[src/rtl/axi_ar_arbiter.sv]
// axi_ar_arbiter
//   Arbitrates N_REQ read requesters onto a single AXI4 AR channel.
//   Each requester owns a one-deep pending slot. An IDLE/ISSUE FSM picks a
//   winner (round-robin or fixed priority), holds the AR beat stable until
//   arready, then returns to IDLE for one bubble cycle.
// Ports:
//   clock, reset              - rising-edge clock, synchronous active-high reset
//   req_valid / req_ready     - per-requester strobe / slot free (N_REQ bits)
//   req_addr/len/size/burst   - per-requester packed request fields
//   arvalid, arready, arid,
//   araddr, arlen, arsize,
//   arburst                   - AXI4 AR channel (arid = winner index + 1)
//   busy                      - any slot pending or arvalid high
module axi_ar_arbiter #(
  parameter int unsigned N_REQ   = 4,
  parameter int unsigned ADDR_W  = 32,
  parameter int unsigned ID_W    = 4,
  parameter int unsigned RR_MODE = 1
) (
  input  logic                    clock,
  input  logic                    reset,
  input  logic [N_REQ-1:0]        req_valid,
  output logic [N_REQ-1:0]        req_ready,
  input  logic [N_REQ*ADDR_W-1:0] req_addr,
  input  logic [N_REQ*8-1:0]      req_len,
  input  logic [N_REQ*3-1:0]      req_size,
  input  logic [N_REQ*2-1:0]      req_burst,
  output logic                    arvalid,
  input  logic                    arready,
  output logic [ID_W-1:0]         arid,
  output logic [ADDR_W-1:0]       araddr,
  output logic [7:0]              arlen,
  output logic [2:0]              arsize,
  output logic [1:0]              arburst,
  output logic                    busy
);

  localparam int unsigned IDX_W = $clog2(N_REQ);

  typedef enum logic {IDLE, ISSUE} state_t;

  state_t            state_q, state_d;
  logic [N_REQ-1:0]  pending_q, pending_d;
  logic [IDX_W-1:0]  last_grant_q, last_grant_d;
  logic [IDX_W-1:0]  winner_q, winner_d;

  logic [ADDR_W-1:0] slot_addr_q  [N_REQ];
  logic [ADDR_W-1:0] slot_addr_d  [N_REQ];
  logic [7:0]        slot_len_q   [N_REQ];
  logic [7:0]        slot_len_d   [N_REQ];
  logic [2:0]        slot_size_q  [N_REQ];
  logic [2:0]        slot_size_d  [N_REQ];
  logic [1:0]        slot_burst_q [N_REQ];
  logic [1:0]        slot_burst_d [N_REQ];

  logic              arvalid_q, arvalid_d;
  logic [ID_W-1:0]   arid_q, arid_d;
  logic [ADDR_W-1:0] araddr_q, araddr_d;
  logic [7:0]        arlen_q, arlen_d;
  logic [2:0]        arsize_q, arsize_d;
  logic [1:0]        arburst_q, arburst_d;

  int unsigned       scan_start;
  logic [IDX_W-1:0]  scan_idx;
  logic [IDX_W-1:0]  win_idx;
  logic              win_found;

  // Winner search: scan starts one past the last grant in round-robin mode,
  // at index 0 in fixed-priority mode; first pending slot encountered wins.
  always_comb begin
    scan_start = (RR_MODE != 0) ? (32'(last_grant_q) + 32'd1) : 32'd0;
    scan_idx   = '0;
    win_idx    = '0;
    win_found  = 1'b0;
    for (int unsigned off = 0; off < N_REQ; off++) begin
      scan_idx = IDX_W'((scan_start + off) % N_REQ);
      if (!win_found && pending_q[scan_idx]) begin
        win_found = 1'b1;
        win_idx   = scan_idx;
      end
    end
  end

  always_comb begin
    state_d      = state_q;
    pending_d    = pending_q;
    last_grant_d = last_grant_q;
    winner_d     = winner_q;
    slot_addr_d  = slot_addr_q;
    slot_len_d   = slot_len_q;
    slot_size_d  = slot_size_q;
    slot_burst_d = slot_burst_q;
    arvalid_d    = arvalid_q;
    arid_d       = arid_q;
    araddr_d     = araddr_q;
    arlen_d      = arlen_q;
    arsize_d     = arsize_q;
    arburst_d    = arburst_q;

    // A granted slot is still pending, so capture never collides with the
    // handshake clear below.
    for (int unsigned i = 0; i < N_REQ; i++) begin
      if (req_valid[i] && !pending_q[i]) begin
        pending_d[i]    = 1'b1;
        slot_addr_d[i]  = req_addr[i*ADDR_W +: ADDR_W];
        slot_len_d[i]   = req_len[i*8 +: 8];
        slot_size_d[i]  = req_size[i*3 +: 3];
        slot_burst_d[i] = req_burst[i*2 +: 2];
      end
    end

    unique case (state_q)
      IDLE: begin
        if (win_found) begin
          winner_d  = win_idx;
          arvalid_d = 1'b1;
          arid_d    = ID_W'(32'(win_idx) + 32'd1);
          araddr_d  = slot_addr_q[win_idx];
          arlen_d   = slot_len_q[win_idx];
          arsize_d  = slot_size_q[win_idx];
          arburst_d = slot_burst_q[win_idx];
          state_d   = ISSUE;
        end
      end
      ISSUE: begin
        if (arready) begin
          pending_d[winner_q] = 1'b0;
          last_grant_d        = winner_q;
          arvalid_d           = 1'b0;
          arid_d              = '0;
          araddr_d            = '0;
          arlen_d             = '0;
          arsize_d            = '0;
          arburst_d           = '0;
          state_d             = IDLE;
        end
      end
      default: state_d = IDLE;
    endcase
  end

  always_ff @(posedge clock) begin
    if (reset) begin
      state_q      <= IDLE;
      pending_q    <= '0;
      last_grant_q <= IDX_W'(N_REQ - 1);
      winner_q     <= '0;
      arvalid_q    <= 1'b0;
      arid_q       <= '0;
      araddr_q     <= '0;
      arlen_q      <= '0;
      arsize_q     <= '0;
      arburst_q    <= '0;
    end else begin
      state_q      <= state_d;
      pending_q    <= pending_d;
      last_grant_q <= last_grant_d;
      winner_q     <= winner_d;
      arvalid_q    <= arvalid_d;
      arid_q       <= arid_d;
      araddr_q     <= araddr_d;
      arlen_q      <= arlen_d;
      arsize_q     <= arsize_d;
      arburst_q    <= arburst_d;
    end
  end

  // Slot payloads are qualified by pending_q, so they need no reset.
  always_ff @(posedge clock) begin
    slot_addr_q  <= slot_addr_d;
    slot_len_q   <= slot_len_d;
    slot_size_q  <= slot_size_d;
    slot_burst_q <= slot_burst_d;
  end

  assign req_ready = ~pending_q;
  assign arvalid   = arvalid_q;
  assign arid      = arid_q;
  assign araddr    = araddr_q;
  assign arlen     = arlen_q;
  assign arsize    = arsize_q;
  assign arburst   = arburst_q;
  assign busy      = (|pending_q) | arvalid_q;

endmodule
[config.mk]
export PLATFORM = sky130hd
export DESIGN_NAME = axi_ar_arbiter
export DESIGN_NICKNAME = d
export VERILOG_FILES = /design/src/rtl/axi_ar_arbiter.sv
export SDC_FILE = /design/constraint.sdc
export NUM_CORES = 1
export LEC_CHECK = 0
export BUFFER_PORTS_ARGS = -buffer_cell sky130_fd_sc_hd__buf_2
export CORE_MARGIN = 2
export CORE_UTILIZATION = 52
export DETAILED_ROUTE_END_ITERATION = 8
export GPL_ROUTABILITY_DRIVEN = 1
export PLACE_DENSITY = 0.79
export SLEW_MARGIN = 20
export SYNTH_ARGS = -nofsm -noshare
export SYNTH_HDL_FRONTEND = slang
export SYNTH_SLANG_ARGS = --single-unit
[constraint.sdc]
create_clock -name clock -period 3.7 [get_ports clock]
set_input_delay 0.74 -clock clock [delete_from_list [all_inputs] [get_ports clock]]
set_output_delay 0.74 -clock clock [all_outputs]
set_load 0.02 [all_outputs]
==> impl_metrics.tcl, run 1 <==
set metrics [dict create \
    status "finished, final reports clean" \
    multi_input_area_sq_um 2310 \
    fmax_mhz 399 \
    cts_tree "done" \
    cts_buffers 25 \
    synth_area_leader_cell "edfxtp_1" \
    rrSetupSlack_ns 1.19 \
    post-route-min-period_ns 2.51 \
    fin_skew_ns 0.0137 \
    gr-total-overflow 0 \
    synth_area_leaders "edfxtp_1 59%, dfxtp_1 13%, mux2i_1 7.6%" \
    crit_family "buffers and inverters" \
    finalHoldViolCount 0 \
    die_x_microns 136 \
    final_area_sq_um 11300 \
    n_fill_cell 1245 \
    wirelength_microns 22700 \
    dp.cells 1009 \
    leakage_nw 4.58 \
    track_usage_pct 24.1 \
    start_util_pct 53.0 \
    pre_cts_ws_ns 1.17 \
    drc 0 \
    post-cts-setup-buffers 0 \
    synth_warnings 0 \
    hpwl_microns 15200 \
    area_growth_pct 24.3 \
    synth.avg_cell_area_sq_um 16.0 \
    r2r_start "pending_q[2]$_SDFF_PP0_" \
    cts_root_buf "clkbuf_16" \
    critical_path_required_ns 4.08 \
    routabilityCongestion 0.848 \
    synth_common_cells "180 x edfxtp_1, 69 x mux2i_1, 58 x dfxtp_1, 40 x nand2_1, 23 x o221ai_1" \
    whs_path_depth 1 \
    synth_area_sq_um 9090 \
    crit_fanout 23 \
    drt-pass1-iter-count 5 \
    finalCritPeriodShare_pct 67.7 \
    routedWlPerCell_microns 21.5 \
    whs_endpoint "slot_addr_q[25]$_DFFE_PP_" \
    post-route-util_pct 65.8 \
    cts_buffer_depth 3 \
    postSynth.asyncResetShare_pct 0 \
    slew_viol_final 0 \
    vias 5943 \
    placed_cell_area_sq_um 10500 \
    arrival_ns 2.89 \
    worstHoldStart "req_addr[121]" \
    netlist_instances 570 \
    endpoint_kind "register" \
    hold_slack_ns 0.387 \
    synth_seq_cells 238 \
    port_buffers 240 \
    timing.critical_path.mode_cell "buf_4" \
    synth_cell_types 49 \
    via_per_inst 5.62 \
    tightest_slew_ns 0.908 \
    slowest_delay_ns 0.51 \
    ff2ff_path_depth 7 \
    hold_path_class "in -> reg" \
    r2r_end "araddr[26]$_SDFFE_PP0P_" \
    relSlewSlack_pct 39.3 \
    tns_ns 0 \
    clkSinkCount 238 \
    synth_flop_cell "edfxtp_1" \
    crit_chain "nor2_1 -> a21boi_2 -> buf_4 -> nor3_4 -> buf_4 -> mux2i_1 -> o211ai_2" \
    die_y_microns 136 \
    vdd_ir_drop_max_mv 0.560 \
    grt_max_degree 49 \
    grt_pass1_vias 6067 \
    finalSetupViolCount 0 \
    setup_ws_ns 1.19 \
    drive_above_1_share_pct 42.4 \
    total_power_mw 6.49 \
    grt_pass1_wl_microns 33700 \
    synth_top_area_share_pct 59.4 \
    coreArea_sq_um 17200 \
    pin_count 242 \
    clk_pin_slew_ns 0.06 \
    num_rows 48 \
    syn_nets 757 \
    synth-edff-count 180 \
    detail-route-antenna-nets 0 \
    final_nets 998 \
    synth-seq-area-share_pct 72.2 \
    synth_most_common_cell "edfxtp_1" \
    antenna_found_initial 4 \
    clock_latency_ns 0.52 \
    dieArea_sq_um 18600 \
    critPathBufInv 2 \
    cp-start-kind "register" \
    rsz0062_at_grt "no" \
    drt_iter0_drc 348 \
    power_density_nw_per_um2 574 \
    cap_violations 0 \
    seq_area_sq_um 6570 \
    path_class "reg -> reg" \
    cts.repair.resized 0 \
    cp_slowest_cell "dfxtp_1" \
    hold_buffers 0 \
    htreeDepth 1 \
    fin_cells 1057 \
]
-- layout make-up --
type                            count  share of cell area, %
Timing Repair Buffer              252                   11.6
Clock buffer                       29                   5.67
Multi-Input combinational cell    287                   20.4
Clock inverter                     17                   1.41
Sequential cell                   238                   58.1
Inverter                            7                  0.233
Antenna cell                        2                 0.0443
Tap cell                          225                   2.49
-- layer usage --
metal	up-vias	wire [microns]	global-route usage (%)
met1	2870	8600	30.2
met3	42	2120	5.67
li1	2698	-	-
met2	327	11400	42.2
met5	-	39	0
met4	6	507	6.42
-- kinds of logic (layout without fill, tap and decap cells) --
kind of cell	after synthesis	after routing	share of synthesized area [%]
compound gates	112	112	11.1
xor+xnor	1	1	0.0963
buf+inv	45	305	2.97
flops	238	238	72.2
mux	69	69	7.59
other cells	1	3	0.0412
simple gates	104	104	6.01
-- state kept, by name, summed over array words and instances (netlist names) --
register and cells:
state_q 1, araddr 32, slot_size_q 12, slot_burst_q 8, winner_q 2, arlen 8
arsize 3, pending_q 4, slot_len_q 32, arid 3, arburst 2, last_grant_q 2
arvalid 1, slot_addr_q 128
-- how the worst max path moves through the flow --
| stage | from | end | slack [ns] | depth (start not counted) |
|---|---|---|---|---|
| 2_1_floorplan | req_valid[1] | slot_addr_q[64]$_DFFE_PP_ | 0.50 | 1 |
| 3_3_place_gp | pending_q[0]$_SDFF_PP0_ | araddr[6]$_SDFFE_PP0P_ | 1.21 | 7 |
| 3_5_place_dp | pending_q[0]$_SDFF_PP0_ | araddr[26]$_SDFFE_PP0P_ | 1.17 | 7 |
| 4_1_cts | pending_q[3]$_SDFF_PP0_ | arburst[0]$_SDFFE_PP0P_ | 1.13 | 5 |
| 5_1_grt | pending_q[2]$_SDFF_PP0_ | arsize[1]$_SDFFE_PP0P_ | 1.02 | 7 |
| 6_report | pending_q[2]$_SDFF_PP0_ | araddr[26]$_SDFFE_PP0P_ | 1.19 | 7 |
-- cells in the final DEF (no fill, tap or decap), types with 2 or more instances in the layout --
| cell | instances |
|---|---|
| buf_2 | 240 |
| bufinv_16 | 2 |
| nand2_2 | 12 |
| a21oi_1 | 3 |
| dfxtp_1 | 58 |
| nand3_1 | 2 |
| nor2b_4 | 4 |
| nand2_1 | 40 |
| o211ai_2 | 17 |
| mux2i_1 | 69 |
| clkbuf_16 | 25 |
| clkbuf_1 | 4 |
| clkinvlp_4 | 4 |
| a211oi_1 | 5 |
| a21bo_2 | 15 |
| o31ai_1 | 22 |
| buf_12 | 2 |
| a21o_1 | 2 |
| o211ai_1 | 6 |
| inv_1 | 6 |
| nand2b_1 | 3 |
| clkinv_1 | 4 |
| clkinv_2 | 5 |
| edfxtp_1 | 180 |
| o21ai_0 | 2 |
| buf_4 | 10 |
| diode_2 | 2 |
| a21bo_1 | 7 |
| nand4_1 | 22 |
| o221ai_1 | 23 |
| o21ai_2 | 2 |
| nor2_1 | 10 |
-- power by group --
group | internal (mW) | switching (mW)
clock network | 1.39 | 1.01
registers | 3.11 | 0.107
logic | 0.343 | 0.532
No activity file was read; power rests on OpenSTA's default activity.
==> run 2: changes to the inputs <==
ABC_AREA = 1   (was not set)
CORE_UTILIZATION = 53   (was 52)
PLACE_DENSITY = 0.8   (was 0.79)
clock period = 2.52 ns   (was 3.7 ns; I/O delays follow)
==> impl_metrics.tcl, run 2 <==
set metrics [dict create \
    drc 0 \
    hold_path_class "in -> reg" \
    dieArea_sq_um 19200 \
    vias 7281 \
    tns_ns 0 \
    grt_max_degree 71 \
    fin_cells 1416 \
    timing.critical_path.mode_cell "nand2_1" \
    post-route-min-period_ns 2.48 \
    crit_fanout 6 \
    whs_endpoint "slot_len_q[31]$_DFFE_PP_" \
    synth_most_common_cell "nand2_1" \
    vdd_ir_drop_max_mv 0.741 \
    routedWlPerCell_microns 16.6 \
    wirelength_microns 23500 \
    synth_common_cells "262 x nand2_1, 180 x edfxtp_1, 116 x inv_1, 108 x nand3_1, 58 x dfxtp_1" \
    endpoint_kind "primary output" \
    netlist_instances 917 \
    cap_violations 0 \
    n_fill_cell 1322 \
    syn_nets 1104 \
    tightest_slew_ns 0.553 \
    area_growth_pct 25.3 \
    synth_area_leader_cell "edfxtp_1" \
    num_rows 49 \
    routabilityCongestion 0.821 \
    power_density_nw_per_um2 969 \
    final_common_cell "nand2_1" \
    critical_path_required_ns 2.02 \
    arrival_ns 1.98 \
    fin_skew_ns 0.00845 \
    path_class "reg -> out" \
    clkSinkCount 238 \
    whs_path_depth 1 \
    synth_seq_cells 238 \
    layout_common_cells "259 x nand2_1, 239 x buf_2, 180 x edfxtp_1" \
    slew_viol_final 0 \
    pin_count 242 \
    cp-start-kind "register" \
    via_per_inst 5.14 \
    gr-total-overflow 0 \
    synth_flop_cell "edfxtp_1" \
    coreArea_sq_um 17800 \
    rsz0062_at_grt "yes" \
    setup_ws_ns 0.0391 \
    finalSetupViolCount 0 \
    cts_buffer_depth 3 \
    final_nets 1351 \
    worstHoldStart "req_len[7]" \
    pre_cts_ws_ns 0.120 \
    synth-seq-area-share_pct 68.5 \
    detail-route-antenna-nets 0 \
    critPathBufInv 2 \
    track_usage_pct 24.2 \
    port_buffers 240 \
    clk_pin_slew_ns 0.06 \
    drt_iter0_drc 505 \
    synth_cell_types 30 \
    post-route-util_pct 67.3 \
    clock_latency_ns 0.51 \
    cts_tree "done" \
    regMostFlops "slot_addr_q" \
    finalCritPeriodShare_pct 98.4 \
    synth-edff-count 180 \
    htreeDepth 1 \
    drt-pass1-iter-count 6 \
    hold_buffers 0 \
    hpwl_microns 15800 \
    crit_family "simple AND/OR/NAND/NOR gates" \
    cts_buffers 24 \
    die_x_microns 138 \
    grt_pass1_wl_microns 36800 \
    synth_top_area_share_pct 56.4 \
    start_util_pct 53.7 \
    r2r_end "arlen[6]$_SDFFE_PP0P_" \
    synth.avg_cell_area_sq_um 10.5 \
    crit_chain "inv_2 -> nand2_1 -> nand2_1 -> nand2_2 -> nand2_4 -> nor2_4 -> nand3_2 -> or2_2 -> buf_4" \
    relSlewSlack_pct 63.1 \
    synth_warnings 0 \
    slowest_delay_ns 0.39 \
    status "finished, final reports clean" \
    finalHoldViolCount 0 \
    synth_area_sq_um 9580 \
    drive_above_1_share_pct 28.3 \
    cp_slowest_cell "dfxtp_4" \
    ff2ff_path_depth 14 \
    synth_area_leaders "edfxtp_1 56%, dfxtp_1 12%, nand2_1 10%" \
    leakage_nw 5.50 \
    postSynth.asyncResetShare_pct 0 \
    cts_root_buf "clkbuf_16" \
    r2r_start "pending_q[3]$_SDFF_PP0_" \
    hold_slack_ns 0.164 \
    rrSetupSlack_ns 0.25 \
    die_y_microns 138 \
    largest_reg_flops 128 \
    dp.cells 1361 \
    antenna_found_initial 6 \
    grt_pass1_vias 7192 \
    fmax_mhz 403 \
]
[run 2: cell types whose count changed after synthesis, sizes merged, moves of 23 or more]
cell / before / now
a21oi: 4 / 32
inv: 7 / 122
mux2i: 69 / 0
nand2: 52 / 266
nand3: 2 / 111
o21ai: 4 / 48
o221ai: 23 / 0
[run 2: worst max path at each step]
stage / start / end / slack, ns / depth (start not counted)
3_3_place_gp: last_grant_q[0]$_SDFFE_PP1P_ / arid[0]$_SDFFE_PP0P_ / 0.22 / 13
4_1_cts: last_grant_q[0]$_SDFFE_PP1P_ / busy / 0.01 / 9
3_5_place_dp: last_grant_q[0]$_SDFFE_PP1P_ / arid[1]$_SDFFE_PP0P_ / 0.12 / 14
6_report: last_grant_q[1]$_SDFFE_PP1P_ / busy / 0.04 / 9
5_1_grt: last_grant_q[0]$_SDFFE_PP1P_ / busy / -0.04 / 9
2_1_floorplan: req_valid[0] / slot_addr_q[100]$_DFFE_PP_ / 0.40 / 2
[run 2: per-layer routing]
metal / vias to the layer above / track usage (%) / routed length (microns)
met5: - / 0 / 24
met4: 4 / 8.32 / 790
met3: 55 / 4.85 / 1910
met2: 316 / 41.2 / 11500
met1: 3381 / 31.1 / 9340
li1: 3525 / - / -
[run 2: power by group]
part           switching [mW]  leakage [nW]  internal, mW
Combinational            2.02          2.91          1.03
Sequential              0.219          2.20          4.72
Clock                    1.43         0.401          2.23
[run 2: per-stage QoR]
| step | instance area (sq um) | total power, mW |
|---|---|---|
| finish | 12000 | 11.6 |
| global placement | 11100 | 7.93 |
| floorplan | 9590 | 7.00 |
| global route | 12000 | 12.2 |
| CTS | 12000 | 11.7 |
| detailed placement | 11100 | 8.01 |
[run 2: repair_timing]
| action | 4_1_cts | 5_1_grt |
|---|---|---|
| hold endpoints to repair | 0 | 0 |
| endpoints found under the setup margin | 1 | 1 |
| setup buffers | 4 | 2 |
| pin swaps | 1 | 2 |
| resized for setup | 8 | 9 |
[run 2: logic make-up after synthesis]
kind of cell / synth area share, %
flops: 68.5
simple gates: 18.0
buf+inv: 7.56
compound gates: 5.93
other cells: 0.0391
[run 2: final cells by class]
cell class                 instances  area (sq um)  share of cell area, %
antenna                            5          12.5                  0.104
tap                              229           287                   2.39
clock buffer                      33           696                   5.79
sequential                       238          6570                   54.7
multi-input combinational        510          2360                   19.6
clock inverter                    11           126                   1.05
inverter                         122           463                   3.85
timing repair buffer             268          1500                   12.5
==> run 3: changes to the inputs <==
REMOVE_ABC_BUFFERS = 1   (was not set)
==> impl_metrics.tcl, run 3 (synthesized netlist as in run 2, its figures left out) <==
set metrics [dict create \
    status "finished, final reports clean" \
    coreArea_sq_um 17800 \
    cap_violations 0 \
    grt_pass1_vias 7176 \
    seq_area_sq_um 6570 \
    slew_viol_final 0 \
    leakage_nw 5.52 \
    drive_above_1_share_pct 29.3 \
    htreeDepth 1 \
    tns_ns 0 \
    clock_latency_ns 0.53 \
    final_area_sq_um 12100 \
    pwr-share-comb_pct 26.1 \
    largest_reg_flops 128 \
    fmax_mhz 405 \
    vias 7364 \
    num_rows 49 \
    regMostFlops "slot_addr_q" \
    track_usage_pct 24.8 \
    final_nets 1353 \
    critical_path_required_ns 2.02 \
    finalHoldViolCount 0 \
    detail-route-antenna-nets 0 \
    wirelength_microns 24500 \
    pin_count 242 \
    placed_cell_area_sq_um 11100 \
    grt_pass1_wl_microns 37100 \
    fin_skew_ns 0.0110 \
    clkPwrFrac_pct 32.3 \
    final_common_cell "nand2_1" \
    port_buffers 240 \
    cts_tree "done" \
    post-route-min-period_ns 2.47 \
    switching_share_pct 32.1 \
    cp-start-kind "register" \
    die_y_microns 138 \
    arrival_ns 1.97 \
    p_int_mw 8.04 \
    endpoint_kind "primary output" \
    cts_buffer_depth 3 \
    area_growth_pct 25.8 \
    drt-pass1-iter-count 5 \
    clkSinkCount 238 \
    routabilityCongestion 0.846 \
    antenna_found_initial 6 \
    gr-total-overflow 0 \
    crit_fanout 6 \
    cts_root_buf "clkbuf_16" \
    drc 0 \
    hold_buffers 0 \
    grt_max_degree 54 \
    fin_cells 1421 \
    drt_iter0_drc 541 \
    dieArea_sq_um 19200 \
    tightest_slew_ns 0.549 \
    multi_input_area_sq_um 2370 \
    dp.cells 1361 \
    path_class "reg -> out" \
    finalCritPeriodShare_pct 98.0 \
    power_density_nw_per_um2 981 \
    hold_path_class "in -> reg" \
    relSlewSlack_pct 63.3 \
    die_x_microns 138 \
    layout_common_cells "258 x nand2_1, 239 x buf_2, 180 x edfxtp_1" \
    finalSetupViolCount 0 \
    via_per_inst 5.18 \
    vdd_ir_drop_max_mv 0.758 \
    cts_buffers 26 \
    routedWlPerCell_microns 17.3 \
    start_util_pct 53.7 \
    net-switching-power_mw 3.79 \
    hpwl_microns 15500 \
    sequentialPowerShare_pct 41.6 \
    clk_pin_slew_ns 0.06 \
    n_fill_cell 1332 \
]
[run 3: cell count changes in the layout (fill, tap and decap cells not counted), sizes merged]
cell,delta
clkinvlp,+3
buf,+1
clkinv,-1
diode,+1
inv,+1
[run 3: final timing paths]
kind                                                    from                   endpoint  cells after the start  slack [ns]
worst max-delay path            last_grant_q[0]$_SDFFE_PP1P_                       busy                      9        0.05
worst min register to register       araddr[23]$_SDFFE_PP0P_    araddr[23]$_SDFFE_PP0P_                      2        0.46
worst min-delay path                            req_addr[79]  slot_addr_q[47]$_DFFE_PP_                      1        0.15
worst max register to register  last_grant_q[0]$_SDFFE_PP1P_     araddr[0]$_SDFFE_PP0P_                     15        0.26
[run 3: area by class of cell]
type / count / share of cell area [%]
Sequential cell: 238 / 54.5
Multi-Input combinational cell: 510 / 19.7
Timing Repair Buffer: 268 / 12.2
Clock buffer: 34 / 5.89
Inverter: 122 / 3.84
Tap cell: 229 / 2.38
Clock inverter: 14 / 1.39
Antenna cell: 6 / 0.124
[run 3: timing repair]
item	4_1_cts	5_1_grt
buffers inserted	3	3
gates cloned	0	0
resized for setup	7	15
pin swaps	1	2
setup endpoints to repair	15	30
[run 3: layer usage]
layer  vias up  share of wire (%)  wire length, microns  global-route usage, %
met5         -                  0                     0                      0
li1       3532                  -                     -                      -
met4         0                4.0                   989                   11.3
met2       357                 50                 12300                   43.0
met3        72                7.0                  1720                   3.74
met1      3403                 39                  9550                   30.8
[run 3: power groups by stage]
stage	logic, mW	clock network [mW]	registers [mW]
CTS	3.04	3.87	4.92
global placement	2.92	0	4.99
detailed placement	3.00	0	5.00
floorplan	1.51	0	5.29
finish	3.08	3.82	4.92
global route	3.42	4.01	4.97
[run 3: worst max-delay path, stage by stage (launching register included)]
cell and delay (ns):
dfxtp_4 0.37, buf_4 0.14, nand2_1 0.05, nand2_1 0.07, nand2_1 0.10, nand2_2 0.09, nor2_4 0.10, nand3_2 0.09
or2_2 0.28, buf_4 0.16
[run 3: per-stage QoR]
step	worst slack, ns	total power [mW]	util, %	hold slack, ns
3_5_place_dp	-0.0108	8.00	62.0	0.455
6_report	0.0507	11.8	67.6	0.149
3_3_place_gp	0.102	7.91	62.0	0.450
2_1_floorplan	-0.615	6.80	-	0.450
5_1_grt	-0.0329	12.4	67.6	0.130
4_1_cts	0.0265	11.8	67.2	0.133
